File: src/rtl/dff_checker_sat_counter.sv
// Saturating up-counter: counts inc pulses and holds at all-ones.
module sat_counter #(
  parameter int unsigned W = 8
) (
  input  logic         clk,
  input  logic         rst_n,
  input  logic         inc,
  output logic [W-1:0] count
);

  logic [W-1:0] count_q;
  logic [W-1:0] count_d;

  // Next count: advance on inc unless already saturated.
  always_comb begin
    count_d = count_q;
    if (inc && (count_q != '1)) begin
      count_d = count_q + W'(1);
    end
  end

  // Count register with asynchronous active-low clear.
  always_ff @(posedge clk or negedge rst_n) begin
    if (!rst_n) begin
      count_q <= '0;
    end else begin
      count_q <= count_d;
    end
  end

  assign count = count_q;

endmodule : sat_counter

File: config.mk
export PLATFORM = sky130hd
export DESIGN_NAME = sat_counter
export DESIGN_NICKNAME = d
export VERILOG_FILES = /design/src/rtl/dff_checker_sat_counter.sv
export SDC_FILE = /design/constraint.sdc
export NUM_CORES = 1
export LEC_CHECK = 0
export ABC_AREA = 1
export BUFFER_PORTS_ARGS = -buffer_cell sky130_fd_sc_hd__buf_2
export CAP_MARGIN = 30
export CORE_AREA = 2 2 39 41
export CTS_CLUSTER_DIAMETER = 80
export CTS_CLUSTER_SIZE = 16
export DETAILED_ROUTE_END_ITERATION = 8
export DIE_AREA = 0 0 41 43
export GPL_ROUTABILITY_DRIVEN = 0
export GPL_TIMING_DRIVEN = 0
export SLEW_MARGIN = 10
export SYNTH_ARGS = -nofsm -noshare
export SYNTH_HDL_FRONTEND = slang
export SYNTH_SLANG_ARGS = --single-unit
File: constraint.sdc
create_clock -name clk -period 1.5 [get_ports clk]
set_clock_uncertainty 0.1 [all_clocks]
set_input_delay 0.3 -clock clk [delete_from_list [all_inputs] [get_ports clk]]
set_output_delay 0.3 -clock clk [all_outputs]
set_load 0.005 [all_outputs]
==> impl_metrics.env <==
export IMPL_cts_max_level=1
export IMPL_die_y_um=43
export IMPL_drive_gt1_share_pct=28.6
export IMPL_die_w_um=41
export IMPL_antenna_found_initial=0
export IMPL_finalCritPeriodShare_pct=91.8
export IMPL_grt_pass1_wl_um=1550
export IMPL_p_sw_share_pct=38.5
export IMPL_seqPwrFrac_pct=46.9
export IMPL_synth_area_per_cell_um2=7.67
export IMPL_syn2layout_area_growth_pct=22.0
export IMPL_pin_count=11
export IMPL_diodes=0
export IMPL_dp_cells=89
export IMPL_port_buffers=10
export IMPL_power_density_nw_per_um2=1360
export IMPL_fp_coreArea_um2=1380
export IMPL_synth_area_top_cells="dfrtp_1 41%, nand2_1 21%, nor2_1 4.7%"
export IMPL_hold_viol=0
export IMPL_netlist_area_um2=483
export IMPL_clockBufferDepth=2
export IMPL_insertion_delay_ns=0.25
export IMPL_yosysTopAreaCellShare_pct=41.5
export IMPL_setup_worst_path_end_class="register"
export IMPL_hold_path_class="in2reg"
export IMPL_drv_cap=0
export IMPL_fin_area_um2=589
export IMPL_nFillCells=144
export IMPL_crit_fanout=7
export IMPL_die_area_um2=1760
export IMPL_outcome="complete, no violations"
export IMPL_drt_total_wl_um=973
export IMPL_crit_required_ns=1.54
export IMPL_setup_tns_ns=0
export IMPL_avgRoutedWirePerCell_um=10.5
export IMPL_first_pass_iters=4
export IMPL_clock_sinks=8
export IMPL_grt_remaining_overflow=0
export IMPL_slew_viol_final=0
export IMPL_via_per_inst=4.41
export IMPL_synth_warnings=0
export IMPL_grt_max_degree=9
export IMPL_hpwl_um=712
export IMPL_largest_register_ffs=8
export IMPL_min_period_ns=1.38
export IMPL_startpoint_type="register"
export IMPL_initial_core_util_pct=34.9
export IMPL_max_slew_margin_pct=84.2
export IMPL_synth_cell_types=18
export IMPL_postPlaceCellArea_um2=553
export IMPL_power_frac_clock_pct=20.7
export IMPL_power_frac_comb_pct=32.3
export IMPL_worst_slew_pin_transition_ns=0.237
export IMPL_path_class="reg2reg"
export IMPL_drtIter0Drc=11
export IMPL_stdcell_count=93
export IMPL_seq_area_frac_synth_pct=41.5
export IMPL_ir_worst_vdd_uv=468
export IMPL_setup_ws_ns=0.122
export IMPL_rsz0062_at_grt="no"
export IMPL_cts_root_buf="clkbuf_4"
export IMPL_synth_top_area_cell="dfrtp_1"
export IMPL_post_place_ws_ns=0.0392
export IMPL_nets=83
export IMPL_synth_cells=63
export IMPL_p_int_uw=493
export IMPL_p_leak_uw=0.000300
export IMPL_clkSlewWorstSetupHoldPaths_ns=0.06
export IMPL_cts_tree="built"
export IMPL_crit_arrival_ns=1.42
export IMPL_final_setup_viol_count=0
export IMPL_num_rows=14
export IMPL_cts_made_buffers=3
export IMPL_postRouteAntennaNets=0
export IMPL_drc=0
export IMPL_grt_pass1_vias=341
export IMPL_vias=410
export IMPL_grt_use_total_pct=13.9
export IMPL_synth_seq_cells=8
export IMPL_fmax_mhz=726
export IMPL_switching_power_uw=309
export IMPL_synth_nets=67
## critical path, cell delays in order (launching register included)
cell and delay (ns):
dfrtp_2 0.41, ha_2 0.22, inv_1 0.07, nor2_4 0.14, nand2_4 0.10, nand2_8 0.09
inv_4 0.04, nand2_1 0.06, nand2_1 0.04
## cell families (layout without fill, tap and decap cells)
| logic type | Yosys count | in the layout | share of synthesized area [%] |
|---|---|---|---|
| adder cells (fa/ha/maj) | 1 | 1 | 2.59 |
| buffers and inverters | 6 | 20 | 5.18 |
| flip-flops | 8 | 8 | 41.5 |
| XOR/XNOR | 2 | 2 | 3.63 |
| AO/OA/AOI/OAI | 2 | 2 | 2.07 |
| AND/OR/NAND/NOR | 44 | 44 | 45.1 |
## final cells by class
type	count	area (µm²)	share of cell area, %
well taps	16	20.0	3.40
repair buffers	11	60.1	10.2
flip-flops and latches	8	201	34.2
multi-input cells	49	260	44.2
clock buffers	3	22.5	3.82
inverters	6	25.0	4.25
## routing by layer
layer	wire length, µm	part of all wire (%)	up-vias	global-route usage (%)
li1	-	-	221	-
met1	507	52	178	20.1
met2	407	42	9	16.3
met3	49	5.0	2	3.14
met4	9	0.92	0	12.0
met5	0	0	-	0
## cells in the mapped netlist
cell type and count:
nand3_1 3, nand2_4 1, xor2_1 1, nor3b_1 1, ha_1 1, nand2_2 1
o21ai_0 1, a21oi_1 1, nand2_1 27, inv_1 5, nor2_2 1, nor2_1 6
nor2_4 2, nand2_8 1, inv_4 1, xnor2_1 1, dfrtp_1 8, nor3_1 1
## cell usage in the layout, fill, tap and decap left out, types with 2 or more instances in the layout
master / instances
nand2_1: 27
buf_2: 10
dfrtp_1: 7
nor2_1: 6
inv_1: 5
nand3_1: 3
clkbuf_4: 3
nor2_4: 2
## power groups by stage
stage                     registers [µW]  clock network, µW  logic, µW
after floorplan                      368                  0        158
after global placement               375                  0        252
after detailed placement             378                  0        258
after CTS                            375                182        261
after global routing                 390                195        299
final                                376                166        259
## path summary, 6_finish.rpt
| check | cells past startpoint | slack, ns | to | startpoint |
|---|---|---|---|---|
| worst max-delay path | 8 | 0.12 | count[5] | count[0] |
| worst min-delay path | 3 | 0.30 | count[2] | inc |
| worst max register to register | 8 | 0.12 | count[5] | count[0] |
| worst min register to register | 2 | 0.45 | count[1] | count[1] |
| max in group asynchronous | 2 | 0.79 | count[0] | rst_n |
| min in group asynchronous | 2 | 0.32 | count[7] | rst_n |
## timing repair
action,CTS,global route
hold buffers,1,0
endpoints found under the setup margin,0,5
gates resized for setup,0,2
setup buffers,0,0
hold endpoints to repair,8,0
## metrics by stage
| stage | power, µW | util (%) | hold slack [ns] |
|---|---|---|---|
| final | 802 | 42.6 | 0.301 |
| after global routing | 884 | 42.6 | 0.335 |
| after CTS | 818 | 42.3 | 0.286 |
| after detailed placement | 636 | 40.0 | 0.0596 |
| after global placement | 628 | 40.0 | 0.0561 |
| after floorplan | 526 | - | -0.0956 |
(Power assumes the default switching activity.)
